--- config.mk ---
export PLATFORM = sky130hd
export DESIGN_NAME = block_packer
export DESIGN_NICKNAME = d
export VERILOG_FILES = /design/src/rtl/block_packer_pkg.sv /design/src/rtl/crc8_byte_step.sv /design/src/rtl/block_packer.sv
export SDC_FILE = /design/constraint.sdc
export NUM_CORES = 1
export LEC_CHECK = 0
export BUFFER_PORTS_ARGS = -buffer_cell sky130_fd_sc_hd__clkbuf_2
export CORE_MARGIN = 2
export CORE_UTILIZATION = 49
export DETAILED_ROUTE_END_ITERATION = 10
export PLACE_DENSITY = 0.72
export SLEW_MARGIN = 30
export SYNTH_ARGS = -nofsm -noshare
export SYNTH_HDL_FRONTEND = slang
export SYNTH_SLANG_ARGS = --single-unit
--- constraint.sdc ---
create_clock -name clk -period 1.83 [get_ports clk]
set_input_delay 0.366 -clock clk [delete_from_list [all_inputs] [get_ports clk]]
set_output_delay 0.366 -clock clk [all_outputs]
set_load 0.005 [all_outputs]
--- src/rtl/block_packer_pkg.sv ---
// rtl/block_packer_pkg.sv - shared types and constants for the block packer
package block_packer_pkg;

    typedef enum logic [2:0] {
        S_IDLE      = 3'd0,
        S_WAIT_DATA = 3'd1,
        S_SEND      = 3'd2,
        S_FETCH     = 3'd3,
        S_PAD       = 3'd4,
        S_CRC_TX    = 3'd5,
        S_WAIT_FIN  = 3'd6
    } state_t;

    localparam int             CRC_W            = 8;
    localparam logic [CRC_W-1:0] DEFAULT_CRC_POLY = 8'h07;

endpackage

--- src/rtl/crc8_byte_step.sv ---
// rtl/crc8_byte_step.sv - combinational CRC-8 advance over one data word, MSB first
module crc8_byte_step
    import block_packer_pkg::*;
#(
    parameter int DATA_W = 8
) (
    input  logic [CRC_W-1:0]  crc_in,
    input  logic [DATA_W-1:0] data,
    input  logic [CRC_W-1:0]  poly,
    output logic [CRC_W-1:0]  crc_out
);

    logic [CRC_W-1:0] c;
    logic             fb;

    always_comb begin
        c  = crc_in;
        fb = 1'b0;
        for (int i = DATA_W - 1; i >= 0; i--) begin
            fb = c[CRC_W-1] ^ data[i];
            c  = {c[CRC_W-2:0], 1'b0} ^ (fb ? poly : {CRC_W{1'b0}});
        end
        crc_out = c;
    end

endmodule

--- src/rtl/block_packer.sv ---
// rtl/block_packer.sv - groups FIFO bytes into fixed-length padded blocks with optional CRC-8 trailer
module block_packer
    import block_packer_pkg::*;
#(
    parameter int                DATA_W    = 8,
    parameter int                BLOCK_LEN = 512,
    parameter int                TIMEOUT   = 100000,
    parameter logic [DATA_W-1:0] PAD_BYTE  = '0,
    parameter bit                CRC_EN    = 1'b1,
    parameter logic [CRC_W-1:0]  CRC_POLY  = DEFAULT_CRC_POLY,
    localparam int               IDX_W     = $clog2(BLOCK_LEN + 1)
) (
    input  logic              clk,
    input  logic              reset_n,
    input  logic              enable,
    input  logic              flush,
    input  logic              fifo_empty,
    input  logic              fifo_busy,
    input  logic [DATA_W-1:0] fifo_data,
    output logic              fifo_re,
    output logic              out_start,
    output logic              out_valid,
    output logic [DATA_W-1:0] out_data,
    input  logic              out_ready,
    input  logic              out_finish,
    output logic              busy,
    output logic [15:0]       block_count,
    output logic [IDX_W-1:0]  pad_count,
    output logic [CRC_W-1:0]  crc
);

    localparam int IDLE_W = (TIMEOUT > 1) ? $clog2(TIMEOUT) : 1;

    state_t            state, state_next;
    logic [IDX_W-1:0]  byte_idx;
    logic [IDX_W-1:0]  pad_tally;
    logic [IDLE_W-1:0] idle_cnt;
    logic [CRC_W-1:0]  crc_run;
    logic [CRC_W-1:0]  crc_step;
    logic [DATA_W-1:0] data_reg;
    logic              flush_pend;
    logic              can_read;
    logic              read_c;
    logic              start_c;
    logic              accept;
    state_t            tail_state;

    assign can_read   = enable && !fifo_empty && !fifo_busy;
    assign tail_state = CRC_EN ? S_CRC_TX : S_WAIT_FIN;

    always_comb begin
        state_next = state;
        read_c     = 1'b0;
        start_c    = 1'b0;
        case (state)
            S_IDLE: begin
                if (can_read) begin
                    read_c     = 1'b1;
                    start_c    = 1'b1;
                    state_next = S_WAIT_DATA;
                end
            end
            S_WAIT_DATA: state_next = S_SEND;
            S_SEND: begin
                if (out_ready) state_next = S_FETCH;
            end
            S_FETCH: begin
                if (byte_idx == IDX_W'(BLOCK_LEN)) begin
                    state_next = tail_state;
                end else if (flush_pend) begin
                    state_next = S_PAD;
                end else if (can_read) begin
                    read_c     = 1'b1;
                    state_next = S_WAIT_DATA;
                end else if (TIMEOUT != 0 && idle_cnt == IDLE_W'(TIMEOUT - 1)) begin
                    state_next = S_PAD;
                end
            end
            S_PAD: begin
                if (out_ready && byte_idx == IDX_W'(BLOCK_LEN - 1)) state_next = tail_state;
            end
            S_CRC_TX: begin
                if (out_ready) state_next = S_WAIT_FIN;
            end
            S_WAIT_FIN: begin
                if (out_finish) state_next = S_IDLE;
            end
            default: state_next = S_IDLE;
        endcase
    end

    // The strobes are Mealy terms of IDLE; gating with reset_n keeps them low during reset.
    assign fifo_re   = read_c && reset_n;
    assign out_start = start_c && reset_n;
    assign out_valid = (state == S_SEND) || (state == S_PAD) || (state == S_CRC_TX);
    assign busy      = (state != S_IDLE);
    assign accept    = out_valid && out_ready;

    always_comb begin
        out_data = '0;
        case (state)
            S_SEND:   out_data = data_reg;
            S_PAD:    out_data = PAD_BYTE;
            S_CRC_TX: out_data = DATA_W'(crc_run);
            default:  out_data = '0;
        endcase
    end

    crc8_byte_step #(
        .DATA_W (DATA_W)
    ) u_crc_step (
        .crc_in  (crc_run),
        .data    (out_data),
        .poly    (CRC_POLY),
        .crc_out (crc_step)
    );

    always_ff @(posedge clk or negedge reset_n) begin
        if (!reset_n) begin
            state       <= S_IDLE;
            byte_idx    <= '0;
            pad_tally   <= '0;
            idle_cnt    <= '0;
            crc_run     <= '0;
            data_reg    <= '0;
            flush_pend  <= 1'b0;
            block_count <= '0;
            pad_count   <= '0;
            crc         <= '0;
        end else begin
            state <= state_next;

            if (state == S_WAIT_DATA) data_reg <= fifo_data;

            if (start_c) begin
                byte_idx  <= '0;
                pad_tally <= '0;
                crc_run   <= '0;
            end else if (accept && state != S_CRC_TX) begin
                crc_run  <= crc_step;
                byte_idx <= byte_idx + 1'b1;
                if (state == S_PAD) pad_tally <= pad_tally + 1'b1;
            end

            // Counts only consecutive starved FETCH cycles; frozen while enable is low.
            if (state == S_FETCH && state_next == S_FETCH) begin
                if (enable) idle_cnt <= idle_cnt + 1'b1;
            end else begin
                idle_cnt <= '0;
            end

            if (state_next == S_PAD || state_next == S_CRC_TX || state_next == S_IDLE) begin
                flush_pend <= 1'b0;
            end else if (flush && (state == S_WAIT_DATA || state == S_SEND || state == S_FETCH)) begin
                flush_pend <= 1'b1;
            end

            if (state == S_WAIT_FIN && out_finish) begin
                block_count <= block_count + 16'd1;
                pad_count   <= pad_tally;
                crc         <= crc_run;
            end
        end
    end

endmodule

### Yosys cells after proc, flatten, opt, wreduce, memory -nomap -nowiden

Index checks and enable logic that the tools add are counted.
W data, S select, Z words.

* register bits after elaboration: 91
* bits of input ports: 16
* output and inout bits: 46
* word-level logic and storage cells: 104

* equality and inequality tests: 14
* bitwise gates (word level): 16
* reduce and logical (&&, ||, !) cells: 25
* multiplexer cells: 35
* add/sub/neg operators: 4

Operators with widths (number)
* $xor A8 B8 Y8: 8
* $mux W3: 17
* $mux W10: 5
* $mux W17: 2
* $pmux W3 S7: 1
* $add A10 B1 Y10 const B: 2
* $add A17 B1 Y17 const B: 1
* $eq A17 B17 Y1 const B: 1
* $add A16 B1 Y16 const B: 1
* $mux W8: 2
* $pmux W8 S2: 1
* $eq A3 B3 Y1 const B: 5
* $eq A10 B10 Y1 const B: 1
* $eq A10 B9 Y1 const B: 1
* $logic_and A1 B1 Y1: 10
* $eq A3 B2 Y1 const B: 3
* $xor A1 B1 Y1: 8
* $logic_not A3 Y1: 2
* $logic_or A1 B1 Y1: 6
* $mux W1: 6
* $reduce_bool A2 Y1: 3
* $eq A3 B1 Y1 const B: 1
* $ne A3 B3 Y1 const B: 1
* $reduce_bool A3 Y1: 1
* 4 further kinds: 5

### Longest topological paths before layout

* depth in word-level cells: 28
* depth in mapped cells: 9

### By module

Synthesis repeated with hierarchy kept, for this count alone.

* cell total of the unflattened synthesis: 612
* area, all modules: 5689.2 µm²

By module, submodules not included
* block_packer: times used 1, area each 4279.1 µm², cells each 413, sequential area each 2277.2 µm²
* crc8_byte_step: times used 1, area each 1410.1 µm², cells each 199, sequential area each 0.0 µm²

### Least setup slack after synthesis

OpenSTA, ideal clock, no wires.

* path type: in2out
* from: input port enable
* to: output port out_start
* path slack: 2 ps
* arrival time: 1462 ps
* required time: 1464 ps
* stages: 5
* cells stage by stage: buf_2 > or3b_2 > nor2_2 > buf_2 > and2_1

* cells in the longest elaborated chain, start to end: 5

Ends and longest elaborated chain
* start, declared: line block_packer.sv:15 `input logic enable,`
* $logic_and A1 B1 Y1 (2 in a row): line block_packer.sv:48 `assign can_read = enable && !fifo_empty && !fifo_busy;`
* $mux W1: line block_packer.sv:57 `if (can_read) begin`
* $mux W1: line block_packer.sv:55 `case (state)`
* $logic_and A1 B1 Y1: line block_packer.sv:94 `assign out_start = start_c && reset_n;`
* end, declared: line block_packer.sv:21 `output logic out_start,`

Every way passes these cells.

### Final worst setup path

* from: register state[1]
* to: output port out_data[1]

* cells in the longest elaborated chain, start to end: 2
* elaborated cells between the ends (all ways): 3
* those cells by class: 2 x eq/ne; 1 x mux

Ends and longest elaborated chain
* start, declared: line block_packer.sv:34 `state_t state, state_next;`
* start signal, assigned: line block_packer.sv:131 `state <= state_next;`
* $eq A3 B3 Y1 / $eq A3 B2 Y1 (equally long branches): line block_packer.sv:101 `case (state)`
* $pmux W8 S2 (*): line block_packer.sv:101
* end, declared: line block_packer.sv:23 `output logic [DATA_W-1:0] out_data,`

Mark *: on every way between the ends. The rest lies on a longest branch, timed or not.

==> metrics.yaml <==
synthesis:
  synth_top_flop_cell: "dfrtp_1"
  yosysSeqAreaShare_pct: 49.3
  post_synthesis_cell_type_count: 60
  post_synth_inst_count: 473
  synthArstFlopShare_pct: 100
  synth_enable_flop_cells: 0
  postSynthNetCount: 494
  mappedNetlistArea_sq_mm: 0.00462
  synth_area_per_cell_sq_um: 9.76
  ys.warnings.count: 0
  postSynthRegisterBits: 91
final_layout:
  most_flops_register: "idle_cnt"
  reg_top3: "idle_cnt x17, block_count x16"
  area_growth_syn_to_layout_pct: 36.5
  mostFrequentLayoutCell: "dfrtp_1"
  nNetsFinal: 623
  layout-drive-gt1-share_pct: 38.7
  largest_reg_flops: 17
  commonest_cells_after_routing_fill_and_taps_aside: "89 x dfrtp_1, 81 x nand2_1, 52 x buf_4"
  diodes: 0
  finalNonFillerCells: 718
  fillerInstances: 672
sta:
  finalClockSkew_ns: 0.0144
  timing.fmax_mhz: 479
  timing_worst_slew_pin_value_ns: 0.426
  timing.max_slew.rel_slack_pct: 71.6
  final-hold-violation-count: 0
  final.min_clock_period_ns: 2.09
  rsz0062_at_grt: "yes"
  worst_path_setup_slack_after_routing_ns: -0.260
  timing_max_transition_violations_final: 0
  post-route-period-util_pct: 114
  finalSetupViolations: 25
  setup-tns-final_ns: -3.58
routing:
  postRouteAntennaNets: 0
  drt_pre_antenna_iters: 4
  drt_iter0_drc: 175
  route.final.wire_length_mm: 12.2
  route.detailed.wl_per_inst_um: 17.0
  per_cell_via_count_in_the_routed_design: 5.45
  detailroute.via_count: 3916
  remaining_drc_errors: 0
worst_setup_path:
  cp-end-kind: "output port"
  crit_path_max_fanout: 5
  critical_path.startpoint_type: "flop"
  path_type_of_the_worst_setup_path: "reg -> out"
  worst_path_arrival_ns: 1.72
  worstPathRequired_ns: 1.46
clock_tree:
  clk_path_buf_depth: 2
  cts_tree: "yes"
  clk_root_buffer_cell: "clkbuf_8"
  worstSkewPairLatency_ns: 0.36
  cts.reportedPaths.clkPinSlew_ns: 0.10
  cts_buffers: 9
  cts-hold-fix-buffers: 0
  clkSinkCount: 91
  htreeDepth: 3
die:
  die_w_um: 101
  initial_core_util_pct: 50.2
  floorplan.die.height_um: 101
  boundaryPins: 62
  design.core.area_sq_mm: 0.00920
  dieArea_sq_mm: 0.0102
  rows: 35
placed_design:
  gpl.final_weighted_congestion: 0.892
  hpwlAfterDp_mm: 7.34
  post-place-cells: 684
  port_buffers: 61
global_routing:
  grt_max_degree: 74
  grt_remaining_overflow: 0
  global_route.usage.total_pct: 22.2
  grt_pass1_wl_mm: 17.9
  first_global_vias: 3694
  antenna_violations_before_repair: 0
flow_run:
  cap_viol_max_count: 0
min_path:
  hold_path_class: "in -> async"
run_status:
  failed_checks: "negative setup slack"
  status: "finished with violations"
power:
  p_per_area_mw_per_mm2: 1550
  vdd_drop_max_v: 0.000760
  power_leakage_nw: 2.99
[area by class of cell]
type	count	area (sq um)	area share, %
inverters	13	48.8	0.774
flip-flops and latches	91	2280	36.2
clock buffers	9	124	1.97
clock inverters	7	123	1.95
repair buffers	134	966	15.3
multi-input cells	353	2620	41.6
well taps	111	139	2.20
[per-stage QoR]
stage	cell area [sq um]	hold slack, ns	utilization, %	setup WS [ns]	power, mW
after detailed placement	5400	0.409	58.7	-0.135	6.26
after global placement	5400	0.410	58.7	-0.0583	6.12
after global routing	6300	0.0435	68.5	-0.326	10.2
final	6300	0.0241	68.5	-0.260	9.75
after CTS	5930	0.0226	64.5	-0.223	8.65
after floorplan	4620	0.0704	-	0.00247	4.92
[synthesized netlist by cell type (2+ instances only)]
library cell	instances	area, sq um
a211oi_1	2	15.0
a21oi_1	6	30.0
a22o_1	4	35.0
a31oi_1	3	18.8
and3_1	8	50.1
and4_1	3	26.3
buf_2	6	30.0
buf_4	2	15.0
buf_6	2	22.5
clkbuf_1	5	18.8
dfrtp_1	91	2280
ha_1	5	62.6
inv_1	12	45.0
mux2_2	8	90.1
mux2i_1	6	60.1
nand2_1	87	327
nand2b_1	4	25.0
nand3_1	20	100
nand4_1	10	62.6
nor2_1	53	199
nor3_1	3	15.0
nor3b_1	2	15.0
nor4_2	2	25.0
nor4bb_1	3	30.0
o21ai_0	20	100
o21ai_1	7	35.0
o21bai_1	3	22.5
or2_2	2	12.5
or3_1	3	18.8
xnor2_1	35	307
xor2_1	27	236
[metal layers]
metal / global-route usage [%] / wire [um] / vias up
li1: - / - / 1844
met1: 30.8 / 5370 / 1938
met2: 34.9 / 6050 / 105
met3: 3.74 / 393 / 29
met4: 8.52 / 364 / 0
met5: 0 / 0 / -
[where the power goes]
part | leakage, nW | switching (mW) | internal [mW] | total (mW)
combinational | 1.66 | 2.54 | 2.63 | 5.17
clock | 0.116 | 0.761 | 0.917 | 1.68
sequential | 1.21 | 0.492 | 2.41 | 2.90
[cell families after synthesis]
group | Yosys count | synth area share (%)
DFF | 91 | 49.3
xor gates and xnor gates | 63 | 12.1
and+or+nand+nor | 217 | 23.1
muxes | 16 | 4.04
adders and majority gates | 5 | 1.35
AOI/OAI and AO/OA | 52 | 7.04
buffers and inverters | 29 | 3.01
[path summary, 6_finish.rpt]
| check | start | to | slack (ns) | cells after the start |
|---|---|---|---|---|
| min in group clk | fifo_data[5] | data_reg[5] | 0.23 | 2 |
| worst max-delay path | state[1] | out_data[1] | -0.26 | 5 |
| worst min-delay path | reset_n | state[1] | 0.02 | 2 |
| max in group asynchronous | reset_n | pad_tally[3] | 1.46 | 2 |
| worst min register to register | block_count[15] | block_count[15] | 0.48 | 1 |
| worst max register to register | state[1] | crc_run[4] | -0.20 | 9 |
[repair_timing]
action                                  in CTS  in global routing
gates resized for setup                     53                 69
gates cloned                                 1                  0
pin swaps                                   18                 28
setup buffers                               10                 10
endpoints found under the setup margin      23                 57
[worst max-delay path, stage by stage (launching register included)]
cell and delay [ns]:
dfrtp_1 0.48, nor3b_4 0.28, buf_6 0.18, buf_6 0.13, a22o_1 0.16, buf_2 0.13
No activity file was read; power rests on OpenSTA's default activity.
